<file path="config.mk">
export PLATFORM = sky130hd
export DESIGN_NAME = wb_write_arbiter
export DESIGN_NICKNAME = d
export VERILOG_FILES = /design/src/rtl/mips_pkg.sv /design/src/rtl/wb_result_fifo.sv /design/src/rtl/wb_write_arbiter_chk.sv /design/src/rtl/wb_write_arbiter.sv
export SDC_FILE = /design/constraint.sdc
export NUM_CORES = 1
export LEC_CHECK = 0
export CORE_ASPECT_RATIO = 0.6
export CORE_UTILIZATION = 25
export DETAILED_ROUTE_END_ITERATION = 6
export SLEW_MARGIN = 20
export SYNTH_ARGS = -nofsm -noshare
export SYNTH_HDL_FRONTEND = slang
export SYNTH_SLANG_ARGS = --single-unit
</file>
<file path="constraint.sdc">
create_clock -name clk -period 3.4 [get_ports clk]
set_input_delay 0.51 -clock clk [delete_from_list [all_inputs] [get_ports clk]]
set_output_delay 0.51 -clock clk [all_outputs]
set_load 0.02 [all_outputs]
</file>
<file path="src/rtl/mips_pkg.sv">
// Shared register-file constants and the writeback selection record used by
// the writeback arbiter.
package mips_pkg;

    localparam int REG_W = 5;
    localparam int NREGS = 32;
    localparam logic [REG_W-1:0] REG_ZERO = 5'd0;

    typedef struct packed {
        logic             valid;
        logic             is_lat;
        logic [REG_W-1:0] rd;
    } wb_sel_t;

    // Register 0 is hardwired, so a result aimed there never reaches the file.
    function automatic logic reg_writable(input logic [REG_W-1:0] rd);
        return rd != REG_ZERO;
    endfunction

endpackage

</file>
<file path="src/rtl/wb_result_fifo.sv">
// Long-latency result FIFO: DEPTH entries, extra pointer MSB distinguishes
// full from empty, no same-cycle bypass from push to pop.
module wb_result_fifo #(
    parameter int DEPTH = 4,
    parameter int EW    = 37
) (
    input  logic          clk,
    input  logic          rst,
    input  logic          push_i,
    input  logic          pop_i,
    input  logic [EW-1:0] wdata_i,
    output logic [EW-1:0] rdata_o,
    output logic          full_o,
    output logic          empty_o
);
    localparam int AW = $clog2(DEPTH);
    localparam logic [AW:0] PTR_ONE = {{AW{1'b0}}, 1'b1};

    logic [AW:0]   wptr_q, rptr_q;
    logic [EW-1:0] mem_q [DEPTH];

    assign full_o  = (wptr_q[AW] != rptr_q[AW]) && (wptr_q[AW-1:0] == rptr_q[AW-1:0]);
    assign empty_o = (wptr_q == rptr_q);
    assign rdata_o = mem_q[rptr_q[AW-1:0]];

    // Pointer update; reset discards all stored entries.
    always_ff @(posedge clk) begin
        if (rst) begin
            wptr_q <= {(AW+1){1'b0}};
            rptr_q <= {(AW+1){1'b0}};
        end else begin
            if (push_i && !full_o) begin
                wptr_q <= wptr_q + PTR_ONE;
            end
            if (pop_i && !empty_o) begin
                rptr_q <= rptr_q + PTR_ONE;
            end
        end
    end

    // Storage write.
    always_ff @(posedge clk) begin
        if (push_i && !full_o && !rst) begin
            mem_q[wptr_q[AW-1:0]] <= wdata_i;
        end
    end

endmodule

</file>
<file path="src/rtl/wb_write_arbiter_chk.sv">
// Flags an ALU write aimed at a register whose long-latency result is still
// outstanding (WAW ordering violation upstream).
module wb_write_arbiter_chk
    import mips_pkg::*;
(
    input logic             clk,
    input logic             rst,
    input logic             alu_valid,
    input logic [REG_W-1:0] alu_reg,
    input logic [NREGS-1:0] pending_i
);

    a_no_alu_waw: assert property (@(posedge clk) disable iff (rst)
        !(alu_valid && pending_i[alu_reg]));

endmodule

</file>
<file path="src/rtl/wb_write_arbiter.sv">
// Writeback arbiter: ALU results take priority, long-latency results drain
// from a FIFO on ALU-idle cycles; tracks in-flight destinations for decode.
module wb_write_arbiter
    import mips_pkg::*;
#(
    parameter int DEPTH = 4,
    parameter int W     = 32
) (
    input  logic             clk,
    input  logic             rst,
    input  logic             alu_valid,
    input  logic [REG_W-1:0] alu_reg,
    input  logic [W-1:0]     alu_data,
    input  logic             lat_valid,
    output logic             lat_ready,
    input  logic [REG_W-1:0] lat_reg,
    input  logic [W-1:0]     lat_data,
    input  logic             issue_valid,
    output logic             issue_ready,
    input  logic [REG_W-1:0] issue_reg,
    input  logic [REG_W-1:0] q1_reg,
    input  logic [REG_W-1:0] q2_reg,
    output logic             q1_busy,
    output logic             q2_busy,
    output logic             regWrite,
    output logic [REG_W-1:0] writeReg,
    output logic [W-1:0]     writeData
);
    localparam int EW = REG_W + W;

    logic             fifo_full_s, fifo_empty_s, push_s, pop_s;
    logic [EW-1:0]    head_s;
    wb_sel_t          sel_s;
    logic [W-1:0]     sel_data_s;

    logic             regwrite_q, regwrite_d;
    logic [REG_W-1:0] writereg_q, writereg_d;
    logic [W-1:0]     writedata_q, writedata_d;
    logic             out_is_lat_q, out_is_lat_d;
    logic [NREGS-1:0] pending_q, pending_d;

    assign lat_ready   = !fifo_full_s && !rst;
    assign push_s      = lat_valid && lat_ready;
    assign pop_s       = !alu_valid && !fifo_empty_s && !rst;
    assign issue_ready = !pending_q[issue_reg] && !rst;
    assign q1_busy     = pending_q[q1_reg] && reg_writable(q1_reg);
    assign q2_busy     = pending_q[q2_reg] && reg_writable(q2_reg);

    assign regWrite  = regwrite_q;
    assign writeReg  = writereg_q;
    assign writeData = writedata_q;

    wb_result_fifo #(.DEPTH(DEPTH), .EW(EW)) u_fifo (
        .clk     (clk),
        .rst     (rst),
        .push_i  (push_s),
        .pop_i   (pop_s),
        .wdata_i ({lat_reg, lat_data}),
        .rdata_o (head_s),
        .full_o  (fifo_full_s),
        .empty_o (fifo_empty_s)
    );

    wb_write_arbiter_chk u_chk (
        .clk       (clk),
        .rst       (rst),
        .alu_valid (alu_valid),
        .alu_reg   (alu_reg),
        .pending_i (pending_q)
    );

    // Source selection: ALU first, then FIFO head, else idle.
    always_comb begin
        sel_s      = '{valid: 1'b0, is_lat: 1'b0, rd: REG_ZERO};
        sel_data_s = {W{1'b0}};
        if (alu_valid) begin
            sel_s      = '{valid: 1'b1, is_lat: 1'b0, rd: alu_reg};
            sel_data_s = alu_data;
        end else if (!fifo_empty_s) begin
            sel_s      = '{valid: 1'b1, is_lat: 1'b1, rd: head_s[EW-1:W]};
            sel_data_s = head_s[W-1:0];
        end else begin
            sel_s      = '{valid: 1'b0, is_lat: 1'b0, rd: REG_ZERO};
        end
    end

    // Next output and scoreboard state; idle cycles hold the last reg/data.
    always_comb begin
        regwrite_d   = sel_s.valid && reg_writable(sel_s.rd);
        out_is_lat_d = sel_s.valid && sel_s.is_lat;
        writereg_d   = writereg_q;
        writedata_d  = writedata_q;
        if (sel_s.valid) begin
            writereg_d  = sel_s.rd;
            writedata_d = sel_data_s;
        end else begin
            writereg_d  = writereg_q;
        end
        // Clear lands on the edge the registered long-latency write commits.
        pending_d = pending_q;
        if (out_is_lat_q) begin
            pending_d[writereg_q] = 1'b0;
        end else begin
            pending_d = pending_q;
        end
        if (issue_valid && issue_ready && reg_writable(issue_reg)) begin
            pending_d[issue_reg] = 1'b1;
        end else begin
            pending_d[REG_ZERO] = 1'b0;
        end
    end

    // Output registers and pending scoreboard.
    always_ff @(posedge clk) begin
        if (rst) begin
            regwrite_q   <= 1'b0;
            writereg_q   <= REG_ZERO;
            writedata_q  <= {W{1'b0}};
            out_is_lat_q <= 1'b0;
            pending_q    <= {NREGS{1'b0}};
        end else begin
            regwrite_q   <= regwrite_d;
            writereg_q   <= writereg_d;
            writedata_q  <= writedata_d;
            out_is_lat_q <= out_is_lat_d;
            pending_q    <= pending_d;
        end
    end

endmodule

</file>
## After elaboration in Yosys (flattened, before gate mapping)

Memories as Yosys holds them, arrays and structs flattened. A register that Yosys moved wholly into a read port is not among the register bits.
Cells that the tools add are included.
W data, S select, Z words.

| operators by class | value |
|---|---|
| equal/unequal tests | 3 |
| bitwise operators | 4 |
| reductions and logical operators | 27 |
| add/sub/neg operators | 2 |
| order comparisons | 6 |
| mux-type cells | 20 |

Operators with widths:

| cell | count |
|---|---|
| $mux W32 | 3 |
| $and A32 B32 Y32 | 1 |
| $not A32 Y32 | 1 |
| $or A32 B32 Y32 | 1 |
| $mux W31 | 1 |
| $lt A5 B6 Y1 const B | 4 |
| $reduce_bool A5 Y1 | 4 |
| $logic_and A1 B1 Y1 | 17 |
| $bmux W1 S5 | 3 |
| $mux W7 | 2 |
| $demux W1 S5 | 2 |
| $ge A5 B1 Y1 const B | 2 |
| $mux W1 | 7 |
| $add A3 B1 Y3 const B | 2 |
| $logic_not A1 Y1 | 5 |
| $mux W2 | 2 |
| $eq A3 B3 Y1 | 1 |
| $eq A2 B2 Y1 | 1 |
| $reduce_or A2 Y1 | 1 |
| $ne A1 B1 Y1 | 1 |
| $not A1 Y1 | 1 |

| word-level totals | value |
|---|---|
| logic and storage cells | 71 |
| flip-flop bits (word level) | 77 |
| output and inout bits | 42 |
| RAM bits | 148 |
| bits of input ports | 94 |
| memories | 1 |

Memory list:

| name | depth | bits a word | read ports | clocked after Yosys merged registers in | write ports | RTL line | source |
|---|---|---|---|---|---|---|---|
| u_fifo.mem_q | 4 | 37 | 1 | 1 | 1 | wb_result_fifo.sv:20 | `logic [EW-1:0] mem_q [DEPTH];` |

## Logic depth before layout (Yosys ltp)

| depth | value |
|---|---|
| depth after elaboration | 9 |
| gate-level depth with buffers | 8 |
| gate-level depth less buffers | 5 |

## Cells and area by module

Synthesis repeated with hierarchy kept, for this count alone.

| unflattened totals | value |
|---|---|
| cells, all modules | 730 |
| area total of the unflattened synthesis | 10054.6 sq um |

By module, submodules not included:

| module | times used | area each (sq um) | cells an instance |
|---|---|---|---|
| wb_result_fifo | 1 | 5945.7 | 263 |
| wb_write_arbiter | 1 | 4108.9 | 467 |

## Worst setup path after synthesis

Ideal clock, no wire load.

| timing path | value |
|---|---|
| path type | in2reg |
| start | input rst |
| end | memory u_fifo.mem_q[3][0], enable pin |
| arrival | 2.235 ns |
| path slack | 0.766 ns |
| path buffers | 1 |
| setup time | 0.399 ns |
| cell stages on the path | 3 |
| cells stage by stage | clkbuf_1 a311oi_1 and2_1 |

| between the ends | value |
|---|---|
| word-level cells in the longest chain between the ends | 7 |

Ends and longest elaborated chain:

| element | RTL line | source |
|---|---|---|
| start, declared | wb_write_arbiter.sv:10 | `input logic rst,` |
| $logic_not A1 Y1 (*) | wb_result_fifo.sv:43, wb_write_arbiter.sv:42 |  |
| $logic_and A1 B1 Y1 | wb_write_arbiter.sv:42 | `assign lat_ready = !fifo_full_s && !rst;` |
| $logic_and A1 B1 Y1 | wb_write_arbiter.sv:43 | `assign push_s = lat_valid && lat_ready;` |
| $logic_and A1 B1 Y1 | wb_result_fifo.sv:43 | `if (push_i && !full_o && !rst) begin` |
| $logic_and A1 B1 Y1 (*) | wb_result_fifo.sv:43 |  |
| $mux W1 (*) | wb_result_fifo.sv:43 |  |
| $mux W1 (not written as such) (*) | wb_result_fifo.sv:44 | `mem_q[wptr_q[AW-1:0]] <= wdata_i;` |
| end, declared | wb_result_fifo.sv:20 |  |

Mark *: on every way between the ends. The rest lies on a longest branch, timed or not.

## Worst setup path in the final report

| timing path | value |
|---|---|
| start | input q1_reg[0] |
| end | output q1_busy |

| between the ends | value |
|---|---|
| word-level cells in the longest chain between the ends | 3 |

Ends and longest elaborated chain:

| element | RTL line | source |
|---|---|---|
| start, declared | wb_write_arbiter.sv:21 | `input logic [REG_W-1:0] q1_reg,` |
| $bmux W1 S5 | wb_write_arbiter.sv:46 | `assign q1_busy = pending_q[q1_reg] && reg_writable(q1_reg);` |
| $mux W1 (not written as such) | wb_write_arbiter.sv:46 |  |
| $logic_and A1 B1 Y1 (*) | wb_write_arbiter.sv:46 |  |
| end, declared | wb_write_arbiter.sv:23 | `output logic q1_busy,` |

Mark *: on every way between the ends. The rest lies on a longest branch, timed or not. The select of a mux whose other input is x is not followed.

==> results.cfg <==
[global_routing]
grt_antenna_before_repair = 2
grt_overflow = 0
grt_pass1_vias = 6208
grt_pass1_wl_um = 40100
grt_max_degree = 54
grt_usage = 0.133

[power]
power_frac_seq = 0.457
leakagePower_nw = 4.18
p_int_mw = 5.22
clkPwrFrac = 0.375
peakVddDrop_mv = 0.298
swShare = 0.256
comb_power_share = 0.168
p_switching_mw = 1.80
power_per_cell_area_nw_per_um2 = 551

[cts]
clockBufferDepth = 3
cts.sinks = 227
cts-htree-levels = 1
hold_buffers = 0
cts_tree = built
cts-buffers-inserted = 24
insertion_delay_ns = 0.52
root_buffer = clkbuf_16
cts.clk_slew.worst_paths_ns = 0.06

[critical_path]
r2r_end = pending_q[8]$_SDFF_PP0_
setup.worst_path.class = primary input to output port
r2r_cells = 6
r2r-start = pending_q[26]$_SDFF_PP0_
reg2reg_setup_slack_ns = 1.23
path_delay_family = multiplexers
end_kind = output port
cp_max_fo = 9
cp_slowest_stage_delay_ns = 0.50
crit_buf_inv = 3
arrival_ns = 2.72
startpoint = q1_reg[0]
path_common_cell = mux4_2
cp_cell_sequence = clkdlybuf4s50_1 -> buf_12 -> mux4_2 -> mux4_2 -> mux2_2 -> dlygate4sd2_1
required_ns = 2.89
critPathLaunchType = primary input
slowest_stage = clkdlybuf4s50_1

[placement]
port_buffers = 135
place_ws_ns = -0.0814
dpl.hpwl_um = 18500
placed_area_um2 = 12000
place_congestion = 0.944

[route]
avgRoutedWirePerCell_um = 19.5
ant_nets = 0
drtPass1Iterations = 5
drt_iter0_markers = 684
drt-total-wl_um = 26500
drc = 0
dr_total_vias = 6344
routed_via_density = 4.68

[floorplan]
start_util = 0.257
die_x_um = 258
core_area_um2 = 38200
die_h_um = 155
io_pins = 136
die_area_um2 = 40100
rows = 55

[layout]
final_nets = 923
drive_gt1_frac = 0.184
fill_cells = 3718
area_growth_pct = 30.0
fin_area_um2 = 12700
fin_util = 0.334

[sta]
hold_violations = 0
fmax_mhz = 309
worst_slew_pin_slew_ns = 0.896
setup_tns_ns = 0
relSlewSlack = 0.401
slew_viol_final = 0
whs_ns = 0.440
setup_violations = 0
setup_slack_ns = 0.168
clock-skew-final_ns = 0.0149
period_minus_slack_ns = 3.23
grt_setup_unrepaired = no
period_share = 0.951

[synth]
yosysTopAreaCell = edfxtp_1
synth_flop_cell = edfxtp_1
synth.distinct_cells = 48
syn-cell-area_um2 = 9810
synth_top_area_share = 0.453
synth.most_common_cell = edfxtp_1
synth_common_cells = 148 x edfxtp_1, 79 x dfxtp_1, 58 x mux4_2
synth_async_sr_flop_share = 0
synth_edf_count = 148
synth-seq-area-share = 0.614
syn_inst = 672
ys_seq_elements = 227
syn_avg_cell_area_um2 = 14.6
synth_warnings = 0
syn_nets = 771
synth.area.top_cells = edfxtp_1 45%, dfxtp_1 16%, mux4_2 13%

[worst_hold_path]
min_to = pending_q[3]$_SDFF_PP0_
hp-class = primary input to flop
hold_start = rst
whs_path_depth = 3

[outcome]
status = finished clean

[flow_run]
drv_cap = 0
## routing by layer
metal / track usage / wire length (um)
met5: 0 / 0
met4: 0.0290 / 487
met3: 0.0424 / 2310
met2: 0.182 / 10700
met1: 0.201 / 13000
## registers in the layout (all words and copies together), names as in the netlist, named ones only
| name | flops |
|---|---|
| writeData | 32 |
| pending_q | 32 |
| u_fifo.mem_q | 148 |
| out_is_lat_q | 1 |
| u_fifo.rptr_q | 3 |
| writeReg | 5 |
| u_fifo.wptr_q | 3 |
| regWrite | 1 |
## worst reg2reg max path: cells and delay by family, from the launching register on
family | cells | cell delay [ns]
buffers and inverters | 1 | 0.14
flip-flops | 1 | 0.40
AND/OR/NAND/NOR | 2 | 0.44
multiplexers | 1 | 0.54
AO/OA/AOI/OAI | 2 | 0.56
## power groups by stage
stage / Combinational [mW] / Sequential (mW) / Clock [mW]
after floorplan: 0.724 / 3.25 / 0
after global placement: 1.18 / 3.27 / 0
after detailed placement: 1.19 / 3.28 / 0
after CTS: 1.20 / 3.22 / 2.72
after global routing: 1.27 / 3.24 / 2.82
final: 1.18 / 3.21 / 2.63
## cell usage in the layout (no fill, tap or decap), types with 5 or more instances in the layout
cell type and n:
and2_1 9, nor3_1 10, xnor2_1 5, nor2b_1 20
a211oi_1 35, clkdlybuf4s50_1 131, dfxtp_1 77, edfxtp_1 148
mux4_2 58, buf_12 7, o31ai_1 9, inv_1 6
ha_1 5, nand2_1 47, buf_4 28, clkinv_1 6
clkbuf_16 25, mux2i_1 35, o21ai_0 32, nand3b_1 21
o21ai_2 7, nor2_1 50, nor3b_1 7
## through the flow
step	total power [mW]	std cells
2_1_floorplan	3.97	672
3_5_place_dp	4.47	1311
5_1_grt	7.33	1355
4_1_cts	7.14	1355
3_3_place_gp	4.46	1311
6_report	7.02	1357
## logic make-up after synthesis
logic type	Yosys count	share of synthesized area
flip-flops	227	0.614
AND/OR/NAND/NOR	180	0.0943
AO/OA/AOI/OAI	101	0.0713
multiplexers	101	0.184
buffers and inverters	51	0.0233
XOR/XNOR	7	0.00625
adder cells (fa/ha/maj)	5	0.00638
## worst max path at each step
stage	endpoint	cells past startpoint	slack (ns)
final	q1_busy	6	0.17
after global routing	q1_busy	6	0.09
after CTS	q1_busy	6	0.16
after detailed placement	issue_ready	7	-0.08
after global placement	issue_ready	7	-0.05
after floorplan	u_fifo.mem_q[3][0]$_DFFE_PP_	3	0.77
## cell type report
type / count / area [um^2] / share of cell area
Antenna cell: 2 / 5.00 / 0.000393
Clock buffer: 29 / 661 / 0.0518
Clock inverter: 15 / 131 / 0.0103
Inverter: 7 / 26.3 / 0.00206
Multi-Input combinational cell: 394 / 3560 / 0.279
Sequential cell: 227 / 6030 / 0.473
Tap cell: 513 / 642 / 0.0503
Timing Repair Buffer: 170 / 1690 / 0.133
## what timing repair did
action	4_1_cts	5_1_grt
setup endpoints to repair	3	0
resized for setup	3	0
buffers inserted	0	0
No activity file was read; power rests on OpenSTA's default activity.
